--- config.mk ---
export PLATFORM = sky130hd
export DESIGN_NAME = serial_subtractor
export DESIGN_NICKNAME = d
export VERILOG_FILES = /design/src/rtl/serial_subtractor.sv
export SDC_FILE = /design/constraint.sdc
export NUM_CORES = 1
export LEC_CHECK = 0
export CAP_MARGIN = 40
export CORE_UTILIZATION = 45
export CTS_BUF_LIST = sky130_fd_sc_hd__clkbuf_8 sky130_fd_sc_hd__clkbuf_16
export CTS_CLUSTER_SIZE = 28
export DETAILED_ROUTE_END_ITERATION = 16
export HOLD_SLACK_MARGIN = 0.02
export PLACE_DENSITY = 0.82
export SYNTH_ARGS = -nofsm -noshare
export SYNTH_HDL_FRONTEND = slang
export SYNTH_SLANG_ARGS = --single-unit
export TNS_END_PERCENT = 100
--- constraint.sdc ---
create_clock -name clk -period 2.13 [get_ports clk]
set_clock_uncertainty 0.2 [all_clocks]
set_input_delay 0.426 -clock clk [delete_from_list [all_inputs] [get_ports clk]]
set_output_delay 0.426 -clock clk [all_outputs]
set_load 0.005 [all_outputs]
--- src/rtl/serial_subtractor.sv ---
// Bit-serial unsigned subtractor: one full-subtractor bit per clock, LSB first.
// diff/bout are loaded once at the end of a run and held until the next one.
module serial_subtractor #(
    parameter int WIDTH = 4
) (
    input  logic             clk,
    input  logic             rst,
    input  logic             start,
    input  logic [WIDTH-1:0] a,
    input  logic [WIDTH-1:0] b,
    input  logic             bin,
    output logic [WIDTH-1:0] diff,
    output logic             bout,
    output logic             busy,
    output logic             done
);

    localparam int CW = $clog2(WIDTH + 1);

    typedef enum logic [1:0] {
        IDLE = 2'd0,
        RUN  = 2'd1,
        DONE = 2'd2
    } state_t;

    state_t           state;
    state_t           state_n;

    logic [WIDTH-1:0] sa;
    logic [WIDTH-1:0] sb;
    logic [WIDTH-1:0] sd;
    logic             bw;
    logic [CW-1:0]    cnt;

    logic             ai;
    logic             bi;
    logic             d;
    logic             bw_n;
    logic             last;
    logic             accept;

    // One-bit full subtractor on the current LSBs of the shift registers.
    assign ai   = sa[0];
    assign bi   = sb[0];
    assign d    = ai ^ bi ^ bw;
    assign bw_n = (~ai & bi) | (~(ai ^ bi) & bw);

    // The counter holds the index of the bit being processed this cycle.
    assign last = (cnt == CW'(WIDTH - 1));

    // Next-state logic; a new operation is accepted only from IDLE or DONE.
    always_comb begin
        state_n = state;
        accept  = 1'b0;
        unique case (state)
            IDLE: begin
                if (start) begin
                    accept  = 1'b1;
                    state_n = RUN;
                end
            end
            RUN: begin
                if (last) begin
                    state_n = DONE;
                end
            end
            DONE: begin
                if (start) begin
                    accept  = 1'b1;
                    state_n = RUN;
                end else begin
                    state_n = IDLE;
                end
            end
            default: begin
                state_n = IDLE;
            end
        endcase
    end

    // State register; reset wins over everything, including start.
    always_ff @(posedge clk) begin
        if (rst) begin
            state <= IDLE;
        end else begin
            state <= state_n;
        end
    end

    // Status flags are registered copies of the upcoming state.
    always_ff @(posedge clk) begin
        if (rst) begin
            busy <= 1'b0;
            done <= 1'b0;
        end else begin
            busy <= (state_n == RUN);
            done <= (state_n == DONE);
        end
    end

    // Operand capture, bit-serial datapath and result load.
    always_ff @(posedge clk) begin
        if (rst) begin
            sa   <= '0;
            sb   <= '0;
            sd   <= '0;
            bw   <= 1'b0;
            cnt  <= '0;
            diff <= '0;
            bout <= 1'b0;
        end else if (accept) begin
            sa  <= a;
            sb  <= b;
            sd  <= '0;
            bw  <= bin;
            cnt <= '0;
        end else if (state == RUN) begin
            sa  <= sa >> 1;
            sb  <= sb >> 1;
            sd  <= {d, sd[WIDTH-1:1]};
            bw  <= bw_n;
            cnt <= cnt + CW'(1);
            if (last) begin
                diff <= {d, sd[WIDTH-1:1]};
                bout <= bw_n;
            end
        end
    end

endmodule
Word-level counts from Yosys, hierarchy flattened
Index checks and enable logic that the tools add are counted.
- flip-flop bits (word level): 25
- logic and storage cells: 41
- $add $sub $neg: 1
- eq/ne operators: 5
- muxes and demuxes: 12
- bitwise operators: 8
- reductions and logical operators: 5
- operator list (cell ; number):
    $mux 4 ; 4
    $pmux 2 s3 ; 1
    $mux 1 ; 5
    $eq 2x1->1 const B ; 2
    $eq 2x2->1 const B ; 2
    $mux 2 ; 2
    $reduce_or 2->1 ; 2
    $add 3x1->3 const B ; 1
    $eq 3x2->1 const B ; 1
    $not 1->1 ; 3
    $reduce_and 3->1 ; 1
    $and 1x1->1 ; 2
    $logic_not 2->1 ; 1
    $reduce_bool 2->1 ; 1
    $xor 1x1->1 ; 2
    $or 1x1->1 ; 1

Logic depth before layout (Yosys ltp)
Gate-level depths: netlist of run 1.
- depth in word-level cells: 6
- depth in mapped cells: 6
- gate-level depth less buffers: 5

Worst setup path after synthesis of run 1
OpenSTA, ideal clock, no wires.
- path type: reg-to-reg
- start point: register cnt[0]
- end point: register bout
- arrival: 1.149 ns
- path slack: 0.649 ns
- cell stages (with the launch flop): 7
- cell sequence: dfxtp_1 > ha_1 > ha_1 > clkbuf_1 > nand3b_1 > nand2_1 > a21oi_1
- word-level cells in the longest chain between the ends: 2
- RTL lines (element ; RTL line ; RTL):
    from (decl) ; 33 ; logic [CW-1:0] cnt;
    from (signal assigned) ; 122 ; cnt <= cnt + CW'(1);
    $eq 3x2->1 ; 49 ; assign last = (cnt == CW'(WIDTH - 1));
    $reduce_and 3->1 (no line) ; - ;
    to (signal assigned) ; 125 ; bout <= bw_n;
    to (decl) ; 13 ; output logic bout,
Every way passes these cells.
A chain may end at the register's enable or synchronous reset.

Worst setup path in the final report of run 1
- start point: register bout
- end point: output port bout
No word-level cell between the ends.

==> results of run 1 <==
[per-layer routing]
layer,vias to the layer above,global-route usage (%)
met4,0,10.0
met3,4,3.40
met5,-,0
met2,11,32.7
met1,382,24.0
li1,400,-
[report_power, final]
| group | total (mW) | switching, mW | internal, mW |
|---|---|---|---|
| registers | 0.483 | 0.0131 | 0.470 |
| clock network | 0.396 | 0.145 | 0.251 |
| logic | 0.106 | 0.0556 | 0.0508 |
[layout by cell type (no fill, tap or decap), types with 2 or more instances in the layout]
cell             instances
nand3_1                  6
clkbuf_8                 3
mux2i_1                  2
a311oi_1                 6
nor2_1                  12
nor3_1                   2
buf_4                    2
clkdlybuf4s50_1         18
nand2_1                 20
a211oi_1                 2
ha_1                     2
a21oi_1                 10
dfxtp_1                 24
nand2b_1                 3
inv_1                    2
a22oi_1                  2
[state kept, by name (all words and copies together), names as in the netlist]
name,cells
done,1
diff,4
bout,1
sa,4
bw,1
sb,4
busy,1
cnt,3
state,2
sd,3
[layout make-up]
cell class / count / share of cell area, %
Tap cell: 27 / 2.81
Inverter: 2 / 0.624
Clock buffer: 3 / 3.43
Multi-Input combinational cell: 73 / 34.5
Timing Repair Buffer: 20 / 16.2
Clock inverter: 1 / 2.49
Sequential cell: 24 / 39.9
[worst max path at each step]
stage	cells past startpoint	slack, ns	startpoint	endpoint
after floorplan	6	0.65	cnt[0]	bout
after global placement	5	0.32	start	sa[2]
after detailed placement	4	0.25	start	sa[3]
after CTS	1	0.39	bout	bout
after global routing	1	0.34	bout	bout
final	1	0.39	bout	bout
[logic make-up (layout without fill, tap and decap cells)]
kind of cell / count (synthesis) / in the layout
AOI/OAI and AO/OA: 21 / 21
xor gates and xnor gates: 1 / 1
adders and majority gates: 3 / 3
buffers and inverters: 9 / 26
DFF: 24 / 24
muxes: 2 / 2
and+or+nand+nor: 46 / 46
[worst reg2reg max path: stages, from the launching register on]
cell      delay, ns
dfxtp_1        0.36
ha_1           0.16
ha_1           0.32
nand3b_1       0.24
nand2_1        0.12
a21oi_1        0.07
[through the flow]
step | power [mW] | setup slack, ns | std cells
3_3_place_gp | 0.595 | 0.319 | 146
6_report | 0.985 | 0.391 | 150
4_1_cts | 0.989 | 0.388 | 150
2_1_floorplan | 0.561 | 0.649 | 106
5_1_grt | 1.02 | 0.344 | 150
3_5_place_dp | 0.599 | 0.252 | 146
==> metrics.cfg, run 1 <==
[synthesis]
syn_nets = 121
avgSynthCellArea_um2 = 8.86
synth-seq-cells = 24
synthArstFlopShare_pct = 0
synth_top_cells_by_count = dfxtp_1 (24), nand2_1 (20), nor2_1 (12)
synth-adder-area-share_pct = 4.79
syn_inst = 106
mappedNetlistArea_um2 = 940
yosysTopAreaCellShare_pct = 51.1
yosys.area.top_type = dfxtp_1
synth_compound_area_share_pct = 14.9
synth_xor_area_share_pct = 0.932
synth_mux_area_share_pct = 2.13
synth-simple-area-share_pct = 21.4
yosys-top-cells-area = dfxtp_1 (51%), nand2_1 (8.0%), a311oi_1 (5.6%)
ys_types = 22
ys.flop_type = dfxtp_1
ys_seq_area_share_pct = 51.1
synth_most_common_cell = dfxtp_1
yosysWarnings = 0
synth_top_family_by_area = simple AND/OR/NAND/NOR gates
synth-edff-count = 0

[drt]
final_antenna_net_count = 0
routedWlPerCell_um = 12.9
drc = 1
avgViaCountPerCell = 5.31
dr_wl_met2_um = 996
drtIter0Drc = 13
routed_wl_mm = 1.93
top_layer_used = met4
via_count = 797
wl_met1_um = 845
wl_met3_um = 43
dr.pass1.iters = 10

[hold_path]
hp-class = flip-flop to flip-flop
hold_path_end = diff[0]
hold_start = diff[0]
hold_depth = 2

[critical_path]
cp.required_ns = 1.50
arrival_ns = 1.11
r2r_slack_ns = 0.56
crit_path_max_incr_delay_ns = 0.50
r2r-end = diff[2]
r2r_start = cnt[0]
worstPathCellList = clkdlybuf4s50_1
slowest_stage = clkdlybuf4s50_1
end_kind = primary output
startpoint_type = flip-flop
critPathMaxFanout = 2
cpLargestDelayFamily = buffers and inverters
reg2reg_depth = 5
path_class = flip-flop to primary output
path_buf_inv = 1

[sta]
relSlewSlack_pct = 72.4
maxSlewViolCount = 0
worst_pin_slew_ns = 0.415
min_period_over_period_pct = 81.6
grt_setup_unrepaired = no
setup_violations = 0
whs_ns = 0.263
tns_ns = 0
min_period_ns = 1.74
fmax_mhz = 575
hold_viol = 0

[floorplan]
initial_core_util_pct = 47.9
coreArea_um2 = 1960
num_rows = 16
io_pins = 19
die_y_um = 47.7
die_area_um2 = 2270
die_w_um = 47.7

[power_and_ir_drop]
ir_drop_mv = 0.446
p_leak_nw = 0.427
power.density_nw_per_um2 = 819

[clock_tree]
cts_buffers = 3
postCtsSetupBuffers = 0
path_clk_slew_ns = 0.08
cts_tree = yes
cts_hold_buf = 0
clk_path_buf_depth = 2
htree_levels = 1
root_buffer = clkbuf_8
cts_sinks = 24
clk_latency_ns = 0.27
cts_resized = 0

[layout]
area_growth_pct = 28.1
utilization_pct = 61.4
fillCellCount = 172
num_antenna_cells = 0
seqCellArea_um2 = 480
drive_above_1_share_pct = 5.69
fin_nets = 139
multi_input_area_um2 = 415
design_area_um2 = 1200

[place]
place_hpwl_mm = 1.36
globalplace.congestion = 0.805
portBuffers = 18
dpl_cell_area_um2 = 1130

[run]
maxCapViolCount = 0

[grt]
grt_max_degree = 24
grt_usage_pct = 19.5
grt_pass1_vias = 636
grt_pass1_wl_mm = 2.99
antenna_found_initial = 0
overflow = 0

[outcome]
violations = design-rule violations
outcome = finished, violations left

Power figures use the tool's default switching activity.
==> run 2, diff against run 1 <==
==> constraint.sdc (replaced) <==
create_clock -name clk -period 1.8 [get_ports clk]
set_clock_uncertainty 0.2 [all_clocks]
set_input_delay 0.36 -clock clk [delete_from_list [all_inputs] [get_ports clk]]
set_output_delay 0.36 -clock clk [all_outputs]
set_load 0.005 [all_outputs]
==> run 2 against run 1 <==
Net effect:
- the run still ends with design-rule violations left
- worst hold slack lost 0.0090 ns
- global-route usage decreased by 0.25 points
- register-to-register slack lost 0.36 ns
- clock power increased by 18%
- setup slack lost 0.25 ns
- critical endpoint unchanged
- highest routed layer unchanged
==> metrics.cfg, run 2 (same netlist as run 1, synthesis figures left out) <==
[outcome]
outcome = finished, violations left
violations = design-rule violations

[sta]
tns_ns = 0
worst_pin_slew_ns = 0.428
setup_violations = 0
min_period_ns = 1.66
relSlewSlack_pct = 71.4
maxSlewViolCount = 0
grt_setup_unrepaired = no
fmax_mhz = 602
hold_viol = 0
min_period_over_period_pct = 92.3

[clock_tree]
cts_buffers = 3
path_clk_slew_ns = 0.08
cts_resized = 0
clk_latency_ns = 0.26
htree_levels = 1
cts_hold_buf = 0
postCtsSetupBuffers = 0
cts_tree = yes
clk_path_buf_depth = 2
cts_sinks = 24
root_buffer = clkbuf_8

[drt]
dr.pass1.iters = 10
routedWlPerCell_um = 12.7
final_antenna_net_count = 0
drtIter0Drc = 18
via_count = 770
routed_wl_mm = 1.93
avgViaCountPerCell = 5.07
drc = 1

[critical_path]
worstPathCellList = clkdlybuf4s50_1
critPathMaxFanout = 2
startpoint_type = flip-flop
crit_path_max_incr_delay_ns = 0.50
end_kind = primary output
path_buf_inv = 1
cpLargestDelayFamily = buffers and inverters
slowest_stage = clkdlybuf4s50_1
cp.required_ns = 1.24
path_class = flip-flop to primary output
arrival_ns = 1.10

[hold_path]
hp-class = flip-flop to flip-flop

[grt]
grt_usage_pct = 19.3
antenna_found_initial = 0
grt_pass1_vias = 695
overflow = 0
grt_pass1_wl_mm = 3.03
grt_max_degree = 24

[power_and_ir_drop]
p_seq_share_pct = 48.7
p_int_uw = 918
power.density_nw_per_um2 = 961
netSwitchingFraction_pct = 21.6
p_leak_nw = 0.437
power.switching_uw = 253
pwr-share-clk_pct = 39.9
ir_drop_mv = 0.495
power_frac_comb_pct = 11.3

[layout]
design_area_um2 = 1220
mostFrequentLayoutCell = dfxtp_1
top_regs = diff x4, sa x4, sb x4
seqCellArea_um2 = 480
fin_nets = 141
num_antenna_cells = 0
multi_input_area_um2 = 415
final_cell_mix = dfxtp_1 (24), nand2_1 (20), clkdlybuf4s50_1 (18), nor2_1 (12), a21oi_1 (10)
drive_above_1_share_pct = 7.20
fillCellCount = 187
area_growth_pct = 29.7

[floorplan]
die_area_um2 = 2270
die_w_um = 47.7
coreArea_um2 = 1960
io_pins = 19
die_y_um = 47.7
initial_core_util_pct = 47.9
num_rows = 16

[place]
globalplace.congestion = 0.790
dpl_cell_area_um2 = 1150
place_hpwl_mm = 1.32
portBuffers = 18

[run]
maxCapViolCount = 0

-- run 2: changes by cell type in the layout (fill, tap and decap cells not counted), sizes merged --
cell  delta
buf      +2
-- run 2: final timing paths --
check | cells past startpoint | slack (ns) | to | from
worst min register to register | 2 | 0.25 | diff[1] | diff[1]
worst max-delay path | 1 | 0.14 | bout | bout
worst min-delay path | 2 | 0.25 | diff[1] | diff[1]
worst max register to register | 5 | 0.20 | diff[0] | cnt[0]
-- run 2: metrics by stage --
step	utilization [%]	power (mW)	setup WS (ns)	instances	hold slack (ns)
6_report	62.1	1.17	0.139	152	0.254
5_1_grt	62.1	1.22	0.0850	152	0.278
4_1_cts	62.1	1.18	0.122	152	0.260
3_5_place_dp	58.5	0.714	0.0655	148	0.248
3_3_place_gp	58.5	0.709	0.0920	148	0.244
2_1_floorplan	-	0.663	0.319	106	0.237
-- run 2: power groups by stage --
stage / Combinational [mW] / Sequential (mW) / Clock (mW)
after floorplan: 0.0835 / 0.580 / 0
after global placement: 0.126 / 0.582 / 0
final: 0.132 / 0.571 / 0.468
after global routing: 0.146 / 0.575 / 0.497
after detailed placement: 0.131 / 0.583 / 0
after CTS: 0.132 / 0.571 / 0.476
-- run 2: final cells by class --
cell class	instances	area share, %
sequential	24	39.4
clock inverter	1	2.46
timing repair buffer	22	17.2
clock buffer	3	3.39
multi-input combinational	73	34.1
inverter	2	0.616
tap	27	2.77
-- run 2: metal layers --
| metal | wire, µm | up-vias | GRT usage (%) |
|---|---|---|---|
| met5 | 0 | - | 0 |
| met4 | 19 | 0 | 8.33 |
| met3 | 37 | 2 | 3.40 |
| met2 | 1000 | 10 | 35.1 |
| met1 | 872 | 359 | 21.8 |
| li1 | - | 399 | - |
==> run 3, diff against run 2 <==
--- a/config.mk
+++ b/config.mk
@@ -6,12 +6,12 @@
 export NUM_CORES = 1
 export LEC_CHECK = 0
 export CAP_MARGIN = 40
-export CORE_UTILIZATION = 45
+export CORE_UTILIZATION = 48
 export CTS_BUF_LIST = sky130_fd_sc_hd__clkbuf_8 sky130_fd_sc_hd__clkbuf_16
 export CTS_CLUSTER_SIZE = 28
 export DETAILED_ROUTE_END_ITERATION = 16
 export HOLD_SLACK_MARGIN = 0.02
-export PLACE_DENSITY = 0.82
+export PLACE_DENSITY = 0.86
 export SYNTH_ARGS = -nofsm -noshare
 export SYNTH_HDL_FRONTEND = slang
 export SYNTH_SLANG_ARGS = --single-unit
==> run 3 against run 2 <==
Net effect:
- the run now ends clean
- wire length is 3.2% lower
- critical path depth is the same
- utilization is 5.7 points higher
==> metrics.cfg, run 3 (same netlist as run 1, synthesis figures left out) <==
[sta]
whs_ns = 0.264
relSlewSlack_pct = 71.9
min_period_ns = 1.67
setup_violations = 0
grt_setup_unrepaired = no
fmax_mhz = 600
min_period_over_period_pct = 92.5
worst_pin_slew_ns = 0.421
hold_viol = 0
tns_ns = 0
maxSlewViolCount = 0

[place]
dpl_cell_area_um2 = 1140
place_hpwl_mm = 1.25
globalplace.congestion = 0.713
portBuffers = 18
dp.cells = 145

[power_and_ir_drop]
p_leak_nw = 0.432
pwr-share-clk_pct = 39.9
p_seq_share_pct = 48.9
ir_drop_mv = 0.551
netSwitchingFraction_pct = 21.7
p_int_uw = 917
power_frac_comb_pct = 11.2
power.switching_uw = 255
power.density_nw_per_um2 = 969

[critical_path]
startpoint_type = flip-flop
worstPathCellList = clkdlybuf4s50_1
r2r_slack_ns = 0.22
path_buf_inv = 1
arrival_ns = 1.11
slowest_stage = clkdlybuf4s50_1
cpLargestDelayFamily = buffers and inverters
end_kind = primary output
critPathMaxFanout = 2
cp.required_ns = 1.24
path_class = flip-flop to primary output
crit_path_max_incr_delay_ns = 0.50

[layout]
drive_above_1_share_pct = 6.45
num_antenna_cells = 0
mostFrequentLayoutCell = dfxtp_1
area_growth_pct = 28.6
fin_nets = 140
design_area_um2 = 1210
final_cell_mix = dfxtp_1 (24), nand2_1 (20), clkdlybuf4s50_1 (18), nor2_1 (12), a21oi_1 (10)
top_regs = diff x4, sa x4, sb x4
stdcell_count = 149

[grt]
busiest_layer = met2
antenna_found_initial = 0
grt_pass1_wl_mm = 2.95
overflow = 0
grtUsageMet1_pct = 24.0
grt_usage_pct = 20.2
grt_pass1_vias = 657
grt_max_degree = 24
use_met2_pct = 34.1
grt_util_met3_pct = 3.14

[floorplan]
initial_core_util_pct = 52.7
coreArea_um2 = 1780
die_area_um2 = 2140
die_y_um = 46.2
die_w_um = 46.2
io_pins = 19
num_rows = 15

[clock_tree]
cts_buffers = 3
cts_resized = 0
root_buffer = clkbuf_8
clk_latency_ns = 0.26
cts_sinks = 24
htree_levels = 1
postCtsSetupBuffers = 0
path_clk_slew_ns = 0.08
clk_path_buf_depth = 2
cts_hold_buf = 0
cts_tree = yes

[drt]
final_antenna_net_count = 0
via_count = 789
avgViaCountPerCell = 5.30
routedWlPerCell_um = 12.6
drtIter0Drc = 12
dr.pass1.iters = 4
routed_wl_mm = 1.87
drc = 0

[outcome]
outcome = finished, final reports clean

[run]
maxCapViolCount = 0

[hold_path]
hp-class = flip-flop to flip-flop

[run 3: cell types whose count changed in the layout (fill, tap and decap cells not counted), sizes merged]
cell,change
buf,-1
[run 3: metal layers]
metal	share of wire [%]	vias to the layer above
li1	-	398
met1	44	365
met3	3.0	7
met2	51	19
met5	0	-
met4	2.4	0
[run 3: worst paths after layout]
path | from | endpoint | cells after the start
worst max register to register | cnt[0] | diff[2] | 5
worst min-delay path | diff[0] | diff[0] | 2
worst max-delay path | diff[2] | diff[2] | 1
worst min register to register | diff[0] | diff[0] | 2
[run 3: cell type report]
type	count	area, µm²
fill	147	574
sequential	24	480
multi-input combinational	73	415
timing repair buffer	21	203
clock buffer	3	41.3
tap	25	31.3
clock inverter	1	30.0
inverter	2	7.51
[run 3: metrics by stage]
stage	setup slack [ns]	total power, mW	util [%]
after floorplan	0.319	0.663	-
after global placement	0.0764	0.705	63.8
after detailed placement	0.0181	0.711	63.8
after CTS	0.124	1.17	67.8
after global routing	0.0577	1.21	67.8
final	0.134	1.17	67.8
[run 3: power by group through the flow]
stage	sequential [mW]	clock, mW	combinational [mW]
6_report	0.572	0.467	0.132
5_1_grt	0.575	0.487	0.147
4_1_cts	0.572	0.467	0.132
3_5_place_dp	0.583	0	0.128
3_3_place_gp	0.582	0	0.123
2_1_floorplan	0.580	0	0.0835
==> variant: new RTL, flow settings as in run 1 <==
Set the parameter `WIDTH` to 8 (it was 4).
--- a/src/rtl/serial_subtractor.sv
+++ b/src/rtl/serial_subtractor.sv
@@ -1,7 +1,7 @@
 // Bit-serial unsigned subtractor: one full-subtractor bit per clock, LSB first.
 // diff/bout are loaded once at the end of a run and held until the next one.
 module serial_subtractor #(
-    parameter int WIDTH = 4
+    parameter int WIDTH = 8
 ) (
     input  logic             clk,
     input  logic             rst,
Ports: changed (resized a, b and diff); port bits go from 19 to 31. The function was not compared with the original's and may differ.
==> variant against run 1 <==
Clock power up 40%. Wire length up 75%. First-iteration DRC count increased to 3.5 times the old value. Design area increased by 68%. Sequential cell count up 17. Synthesized area rose by 70%. Worst setup slack worse by 0.020 ns. Power rose by 59%. Critical endpoint is now diff[7].
==> variant: results <==
{
  "status": "completed",
  "synth_commonest_cells": "dfxtp_1, nand2_1, a21oi_1",
  "dp_slack_ns": 0.163,
  "htree_levels": 2,
  "io_buffer_count": 30,
  "dpl.cell_count": 253,
  "regArea_um2": 821,
  "hold_path_class": "register to register",
  "clkPwrFrac_pct": 35.4,
  "internal_power_mw": 1.18,
  "rows": 21,
  "postSynthAreaPerCell_um2": 8.54,
  "cp_top_family": "buffers and inverters",
  "gr-usage-all-layers_pct": 20.3,
  "reg2reg_setup_slack_ns": 0.47,
  "vias": 1365,
  "viasPerCell": 5.23,
  "cts_buffer_depth": 2,
  "tightest_slew_ns": 0.468,
  "n_all_buffers": 37,
  "cp.arrival_ns": 1.13,
  "buffer_area_share_pct": 17.5,
  "drt_pass1_iterations": 4,
  "detail_route.iter0.violations": 46,
  "leakage_nw": 0.696,
  "clk_latency_ns": 0.29,
  "postRouteAntennaNets": 0,
  "nNetsFinal": 236,
  "syn-num-nets": 209,
  "wl_per_cell_um": 12.9,
  "grt_pass1_wl_mm": 5.50,
  "ir_drop_mv": 0.477,
  "top_regs": "diff (8), sa (8), sb (8)",
  "p_clk_mw": 0.556,
  "grt_max_degree": 26,
  "synth_cell_types": 28,
  "cts-buffers-inserted": 5,
  "synth-seq-area-share_pct": 51.4,
  "final-clk-cell-share_pct": 5.02,
  "fin_util_pct": 60.0,
  "clkbuf_count": 7,
  "gp_congestion": 0.774,
  "holdWs_ns": 0.265,
  "synth_area_leaders": "dfxtp_1, a21oi_1, nand2_1",
  "multi_input_gates": 127,
  "grt_pass1_vias": 1204,
  "cts_sinks": 41,
  "fillers": 319,
  "multi_input_area_share_pct": 33.6,
  "layout-drive-gt1-share_pct": 7.44,
  "dp_hpwl_mm": 2.27,
  "fin_ws_ns": 0.372,
  "placedInstanceArea_mm2": 0.00192,
  "comb-power_mw": 0.190
}
[variant: cell count changes after synthesis, moves of 7 or more]
cell            run 1  this run
nor2_1             12         5
a31oi_1             0         7
o21ai_0             0         8
o21ai_1             0         7
nor3_1              2        15
nand2_1            20        28
dfxtp_1            24        41
a21oi_1            10        21
[variant: layer usage]
layer | track usage [%] | share of wire (%)
met4 | 9.21 | 1.1
met3 | 6.72 | 5.0
met2 | 30.3 | 47
met1 | 26.6 | 47
met5 | 0 | 0
[variant: final timing paths]
path / from / endpoint / cells past startpoint
hold / removal: sd[1] / sd[1] / 2
setup / recovery: diff[7] / diff[7] / 1
setup reg to reg: cnt[0] / diff[0] / 4
hold reg to reg: sd[1] / sd[1] / 2
[variant: cells by family (layout without fill, tap and decap cells)]
kind of cell	count (synthesis)	in the layout	synth area share, %
and+or+nand+nor	68	68	19.7
xor gates and xnor gates	2	2	1.10
muxes	1	1	0.627
AOI/OAI and AO/OA	54	54	18.9
adders and majority gates	2	2	2.04
DFF	41	41	51.4
buffers and inverters	19	47	6.27
